## src/rtl/aes_pkg.sv

```systemverilog
// Shared AES-128 definitions for the round scheduler: block/key widths,
// number of rounds, Rcon table, FSM state encoding and GF(2^8) helpers
// used by the key-expansion step.
package aes_pkg;

  localparam int AES_NR      = 10;
  localparam int AES_BLOCK_W = 128;
  localparam int AES_KEY_W   = 128;

  typedef enum logic [1:0] {
    ST_IDLE  = 2'd0,
    ST_ISSUE = 2'd1,
    ST_WAIT  = 2'd2,
    ST_DONE  = 2'd3
  } aes_state_e;

  // Round constant for the key-expansion step that produces round key 'round'.
  function automatic logic [7:0] aes_rcon(input logic [3:0] round);
    logic [7:0] rc;
    case (round)
      4'd1:    rc = 8'h01;
      4'd2:    rc = 8'h02;
      4'd3:    rc = 8'h04;
      4'd4:    rc = 8'h08;
      4'd5:    rc = 8'h10;
      4'd6:    rc = 8'h20;
      4'd7:    rc = 8'h40;
      4'd8:    rc = 8'h80;
      4'd9:    rc = 8'h1b;
      4'd10:   rc = 8'h36;
      default: rc = 8'h00;
    endcase
    return rc;
  endfunction

  // Multiplication in GF(2^8) modulo x^8 + x^4 + x^3 + x + 1.
  function automatic logic [7:0] aes_gf_mul(input logic [7:0] a, input logic [7:0] b);
    logic [7:0] acc;
    logic [7:0] sh;
    acc = 8'h00;
    sh  = a;
    for (int i = 0; i < 8; i++) begin
      if (b[i]) acc = acc ^ sh;
      sh = {sh[6:0], 1'b0} ^ (sh[7] ? 8'h1b : 8'h00);
    end
    return acc;
  endfunction

  // S-box computed as multiplicative inverse (x^254, which maps 0 to 0)
  // followed by the affine transform; avoids a 256-entry constant table.
  function automatic logic [7:0] aes_sbox(input logic [7:0] x);
    logic [7:0] pw;
    logic [7:0] inv;
    pw  = x;
    inv = 8'h01;
    for (int k = 1; k < 8; k++) begin
      pw  = aes_gf_mul(pw, pw);
      inv = aes_gf_mul(inv, pw);
    end
    return inv ^ {inv[6:0], inv[7]} ^ {inv[5:0], inv[7:6]} ^
           {inv[4:0], inv[7:5]} ^ {inv[3:0], inv[7:4]} ^ 8'h63;
  endfunction

endpackage

```

## src/rtl/aes_key_expand_step.sv

```systemverilog
// One AES-128 key-expansion step: next round key from the current round key
// and the Rcon of the round being produced. Purely combinational.
module aes_key_expand_step
  import aes_pkg::*;
(
  input  logic [127:0] key_in,
  input  logic [7:0]   rcon,
  output logic [127:0] key_out
);

  logic [31:0] w0, w1, w2, w3;
  logic [31:0] t;
  logic [31:0] n0, n1, n2, n3;

  // RotWord/SubWord/Rcon on the last word, then the running XOR chain.
  always_comb begin
    w0 = key_in[127:96];
    w1 = key_in[95:64];
    w2 = key_in[63:32];
    w3 = key_in[31:0];
    t  = {aes_sbox(w3[23:16]), aes_sbox(w3[15:8]),
          aes_sbox(w3[7:0]),   aes_sbox(w3[31:24])} ^ {rcon, 24'h000000};
    n0 = w0 ^ t;
    n1 = w1 ^ n0;
    n2 = w2 ^ n1;
    n3 = w3 ^ n2;
    key_out = {n0, n1, n2, n3};
  end

endmodule

```

## src/rtl/aes_round_scheduler.sv

```systemverilog
// AES-128 round scheduler: accepts a plaintext/key pair, performs the initial
// AddRoundKey, then issues ten rounds to an external round datapath with a
// fixed ROUND_LAT-cycle turnaround, expanding the key one step per round.
// Optional feature: define AES_ROUND_SCHEDULER_ABORT_EN to add an ABORT input
// that drops an in-flight block while in ISSUE or WAIT.
module aes_round_scheduler
  import aes_pkg::*;
#(
  parameter int ROUND_LAT = 4
) (
  input  logic         clk,
  input  logic         rst,
  input  logic         IN_VALID,
  output logic         IN_READY,
  input  logic [127:0] IN_DATA,
  input  logic [127:0] IN_KEY,
  output logic         OUT_VALID,
  input  logic         OUT_READY,
  output logic [127:0] OUT_DATA,
  output logic         RND_VALID,
  output logic         RND_LAST,
  output logic [127:0] RND_DATA_OUT,
  output logic [127:0] RND_KEY_OUT,
  input  logic [127:0] RND_DATA_IN
`ifdef AES_ROUND_SCHEDULER_ABORT_EN
  ,
  input  logic         ABORT
`endif
);

  aes_state_e   state;
  aes_state_e   state_nxt;
  logic [3:0]   round_cnt;
  logic [3:0]   lat_cnt;
  logic [127:0] rnd_data;
  logic [127:0] rnd_key;
  logic [127:0] out_data;
  logic         accept;
  logic         sample;
  logic         abort_req;
  logic [127:0] key_src;
  logic [7:0]   rcon_sel;
  logic [127:0] key_next;

`ifdef AES_ROUND_SCHEDULER_ABORT_EN
  assign abort_req = ABORT;
`else
  assign abort_req = 1'b0;
`endif

  // Next-state logic plus the accept/sample strobes that drive the datapath.
  always_comb begin
    state_nxt = state;
    accept    = 1'b0;
    sample    = 1'b0;
    case (state)
      ST_IDLE: begin
        if (IN_VALID) begin
          accept    = 1'b1;
          state_nxt = ST_ISSUE;
        end
      end
      ST_ISSUE: begin
        state_nxt = abort_req ? ST_IDLE : ST_WAIT;
      end
      ST_WAIT: begin
        if (abort_req) begin
          state_nxt = ST_IDLE;
        end else if (lat_cnt == 4'(ROUND_LAT)) begin
          sample    = 1'b1;
          state_nxt = (round_cnt == 4'(AES_NR)) ? ST_DONE : ST_ISSUE;
        end
      end
      ST_DONE: begin
        if (OUT_READY) state_nxt = ST_IDLE;
      end
      default: state_nxt = ST_IDLE;
    endcase
  end

  // FSM state register.
  always_ff @(posedge clk) begin
    if (rst) state <= ST_IDLE;
    else     state <= state_nxt;
  end

  // The expander serves both the first step (from IN_KEY) and later steps.
  always_comb begin
    key_src  = (state == ST_IDLE) ? IN_KEY : rnd_key;
    rcon_sel = (state == ST_IDLE) ? aes_rcon(4'd1) : aes_rcon(round_cnt + 4'd1);
  end

  aes_key_expand_step u_key_step (
    .key_in  (key_src),
    .rcon    (rcon_sel),
    .key_out (key_next)
  );

  // Round state, round key, counters and result. rnd_data/rnd_key only move
  // on accept or on a non-final sample, so they double as the held outputs.
  always_ff @(posedge clk) begin
    if (rst) begin
      round_cnt <= 4'd0;
      lat_cnt   <= 4'd0;
      rnd_data  <= '0;
      rnd_key   <= '0;
      out_data  <= '0;
    end else begin
      if (state == ST_ISSUE)     lat_cnt <= 4'd1;
      else if (state == ST_WAIT) lat_cnt <= lat_cnt + 4'd1;
      if (accept) begin
        rnd_data  <= IN_DATA ^ IN_KEY;
        rnd_key   <= key_next;
        round_cnt <= 4'd1;
      end else if (sample) begin
        if (round_cnt == 4'(AES_NR)) begin
          out_data <= RND_DATA_IN;
        end else begin
          rnd_data  <= RND_DATA_IN;
          rnd_key   <= key_next;
          round_cnt <= round_cnt + 4'd1;
        end
      end
    end
  end

  assign IN_READY     = (state == ST_IDLE);
  assign OUT_VALID    = (state == ST_DONE);
  assign OUT_DATA     = out_data;
  assign RND_VALID    = (state == ST_ISSUE);
  assign RND_LAST     = (state == ST_ISSUE) && (round_cnt == 4'(AES_NR));
  assign RND_DATA_OUT = rnd_data;
  assign RND_KEY_OUT  = rnd_key;

endmodule

```

## config.mk

```make
export PLATFORM = sky130hd
export DESIGN_NAME = aes_round_scheduler
export DESIGN_NICKNAME = d
export VERILOG_FILES = /design/src/rtl/aes_pkg.sv /design/src/rtl/aes_key_expand_step.sv /design/src/rtl/aes_round_scheduler.sv
export SDC_FILE = /design/constraint.sdc
export NUM_CORES = 2
export LEC_CHECK = 0
export ABC_CLOCK_PERIOD_IN_PS = 21500
export BUFFER_PORTS_ARGS = -buffer_cell sky130_fd_sc_hd__buf_4
export CAP_MARGIN = 20
export CORE_ASPECT_RATIO = 0.75
export CORE_MARGIN = 2
export CORE_UTILIZATION = 40
export DETAILED_ROUTE_END_ITERATION = 12
export PLACE_DENSITY = 0.56
export SYNTH_ARGS = -nofsm -noshare
export SYNTH_HDL_FRONTEND = slang
export SYNTH_SLANG_ARGS = --single-unit
```

## constraint.sdc

```tcl
create_clock -name clk -period 21.5 [get_ports clk]
set_input_delay 2.15 -clock clk [delete_from_list [all_inputs] [get_ports clk]]
set_output_delay 2.15 -clock clk [all_outputs]
set_load 0.05 [all_outputs]
```

==> metrics.md <==
| Metric | Value |
|---|---|
| Outcome | `completed` |
| Max clock buf depth | `3` |
| Synth Warn # | `0` |
| Vias in the first global route | `71700` |
| Share of the synthesized area in the top cell type | `18.5%` |
| Register bit count reported by yosys | `394` |
| Fin crit share | `95.4%` |
| Avg Vias per Cell | `5.78` |
| Initial antenna violation count | `5` |
| Synthesized instance count | `10400` |
| WP data arrival | `21.02 ns` |
| Starting density of the core | `40.2%` |
| DRC Markers | `0` |
| GR Layer Usage met2 | `46.1%` |
| Clock slew at reported path FFs | `0.06 ns` |
| CTS Sinks | `394` |
| Commonest cells in the netlist | `xnor2_1, nand2_1, nor2_1` |
| RSZ-0062 raised after global routing | `no` |
| Multi-input logic area | `67100 um^2` |
| Critical path fanouts, max | `23` |
| Fill count | `19400` |
| RePlAce Congestion | `0.994` |
| CTS Buf Count | `50` |
| Core Util, Final | `45.8%` |
| Row Count | `140` |
| Core Footprint | `194000 um^2` |
| Crit Path Category | `in -> reg` |
| Slew @ Worst Pin | `1.27 ns` |
| Fmax | `48.7 MHz` |
| Width of the die | `514 um` |
| Met1 usage | `43.8%` |
| Final ANT Viol Nets | `0` |
| Share of cells above drive strength 1 | `15.4%` |
| Via count | `77700` |
| Die span in y | `387 um` |
| Hold_buf cts | `0` |
| Reg2reg setup slack | `1.06 ns` |
| Gr ovfl total | `0` |
| DP HPWL | `247000 um` |
| WHS Path Cells | `2` |
| Setup TNS | `0 ns` |
| Area leader, netlist | `xnor2_1` |
| Setup Skew | `0.0581 ns` |
| Slowest-stage cell, CP | `xnor3_1` |
| WL/cell | `23.7 um` |
| IO Count | `776` |
| Relative slew slack | `14.7%` |
| Slew Viols, Final | `0` |
| Routed wire length | `319000 um` |
| Synth area leaders | `xnor2_1, dfxtp_1, xnor3_1` |
| Sequential cell area | `7890 um^2` |
| Top-count cell post-synth | `xnor2_1` |
| GR Layer Usage met3 | `4.51%` |
| Total track usage | `30.6%` |
| Final hold violation count | `0` |
| CP required | `22.01 ns` |
| Hold Slack | `0.455 ns` |
| Netlist cell types | `120` |
| TritonCTS clock tree | `done` |
| Net count after synthesis | `10800` |
| Root buf cell | `clkbuf_16` |
| Worst setup SP type | `primary input` |
| H-tree Lvls | `2` |
| Global route hottest layer | `met2` |
| Mapped Area | `78200 um^2` |
| HP Class | `reg -> reg` |
| FF-to-FF path depth | `62` |
| Maximum Capacitance Violations | `0` |
| Area growth syn-to-layout | `13.7%` |
| Skew-Pair Late Insertion Delay | `0.68 ns` |
| Initial DRC count | `8278` |
| Sequential share of the synthesized area | `10.1%` |
| Critical path endpoint category | `flip-flop` |
| Number of synthesized flops with an enable pin | `0` |
| Crit path top cell by count | `xnor2_1` |
| Largest stage delay, worst path | `0.86 ns` |
| Syn Area/Cell | `7.52 um^2` |
| Final setup viols | `0` |
| Die ar. | `199000 um^2` |
| Fin crit period | `20.52 ns` |
| Number of detailed-route iterations in the first pass | `9` |
| IO buf count | `775` |
| First-pass GRT wire length | `474000 um` |
| Largest net degree at the start of global routing | `114` |
| FFs w/ async S/R, synth | `0%` |
| Post-synth top flop | `dfxtp_1` |
| Layout Nets | `11300` |
[worst max-delay path: cells and delay by family]
family / cells / cell delay (ns)
mux: 3 / 0.80
xor+xnor: 25 / 9.09
buf+inv: 7 / 1.68
simple gates: 13 / 2.90
fa+ha+maj: 4 / 1.84
compound gates: 8 / 2.49
[metal layers]
layer / share of wire (%) / wire [um] / up-vias
li1: - / - / 36400
met1: 45 / 142000 / 37500
met2: 43 / 136000 / 3328
met3: 8.3 / 26600 / 436
met4: 4.4 / 14000 / 4
met5: 0.0085 / 27 / -
[state kept, by name (all words and copies together) (netlist names)]
register / count
lat_cnt: 4
RND_KEY_OUT: 128
state: 2
OUT_DATA: 128
round_cnt: 4
RND_DATA_OUT: 128
[area by class of cell]
cell class                      instances  share of cell area, %
Clock buffer                           70                   1.59
Antenna cell                            1                0.00282
Sequential cell                       394                   8.87
Tap cell                             2556                   3.60
Clock inverter                         19                  0.244
Multi-Input combinational cell       9142                   75.5
Inverter                              117                  0.500
Timing Repair Buffer                 1143                   9.69
[what timing repair did]
action                                 4_1_cts  5_1_grt
setup endpoints to repair                    0        4
gates resized for setup                      0        2
buffers inserted                             0        0
endpoints found under the hold margin        0        0
[cells in the final DEF, fill, tap and decap left out, types with 144 or more instances in the layout]
cell type	instances
xnor2_2	152
nand2_1	1461
buf_4	1139
dfxtp_1	394
mux2i_1	311
nor2_1	1447
nor3_1	206
nand3_1	195
a21oi_1	682
xor2_1	617
a311oi_1	144
xnor3_1	337
xnor2_1	1612
o21ai_0	370
[metrics by stage]
step                setup WS (ns)  area (um^2)  std cells
floorplan                    3.54        78200      10400
CTS                          1.34        88800      13400
global placement            0.835        87200      13300
finish                      0.982        88900      13400
detailed placement          0.639        87200      13300
global route               0.0155        88900      13400
[kinds of logic after synthesis]
group / after synthesis / share of synthesized area [%]
and+or+nand+nor: 3746 / 20.2
xor gates and xnor gates: 2871 / 41.9
AOI/OAI and AO/OA: 2090 / 17.2
buffers and inverters: 853 / 4.60
muxes: 399 / 5.49
DFF: 394 / 10.1
adders and majority gates: 36 / 0.557
[path summary, 6_finish.rpt]
check | from | end
worst max-delay path | IN_KEY[23] | RND_KEY_OUT[30]
worst min-delay path | OUT_DATA[104] | OUT_DATA[104]
worst max register to register | state[1] | RND_KEY_OUT[30]
worst min register to register | OUT_DATA[104] | OUT_DATA[104]
Power is left out: the tool's default activity adds up to more than one toggle a clock period on the data nets, which glitch-free logic cannot reach.
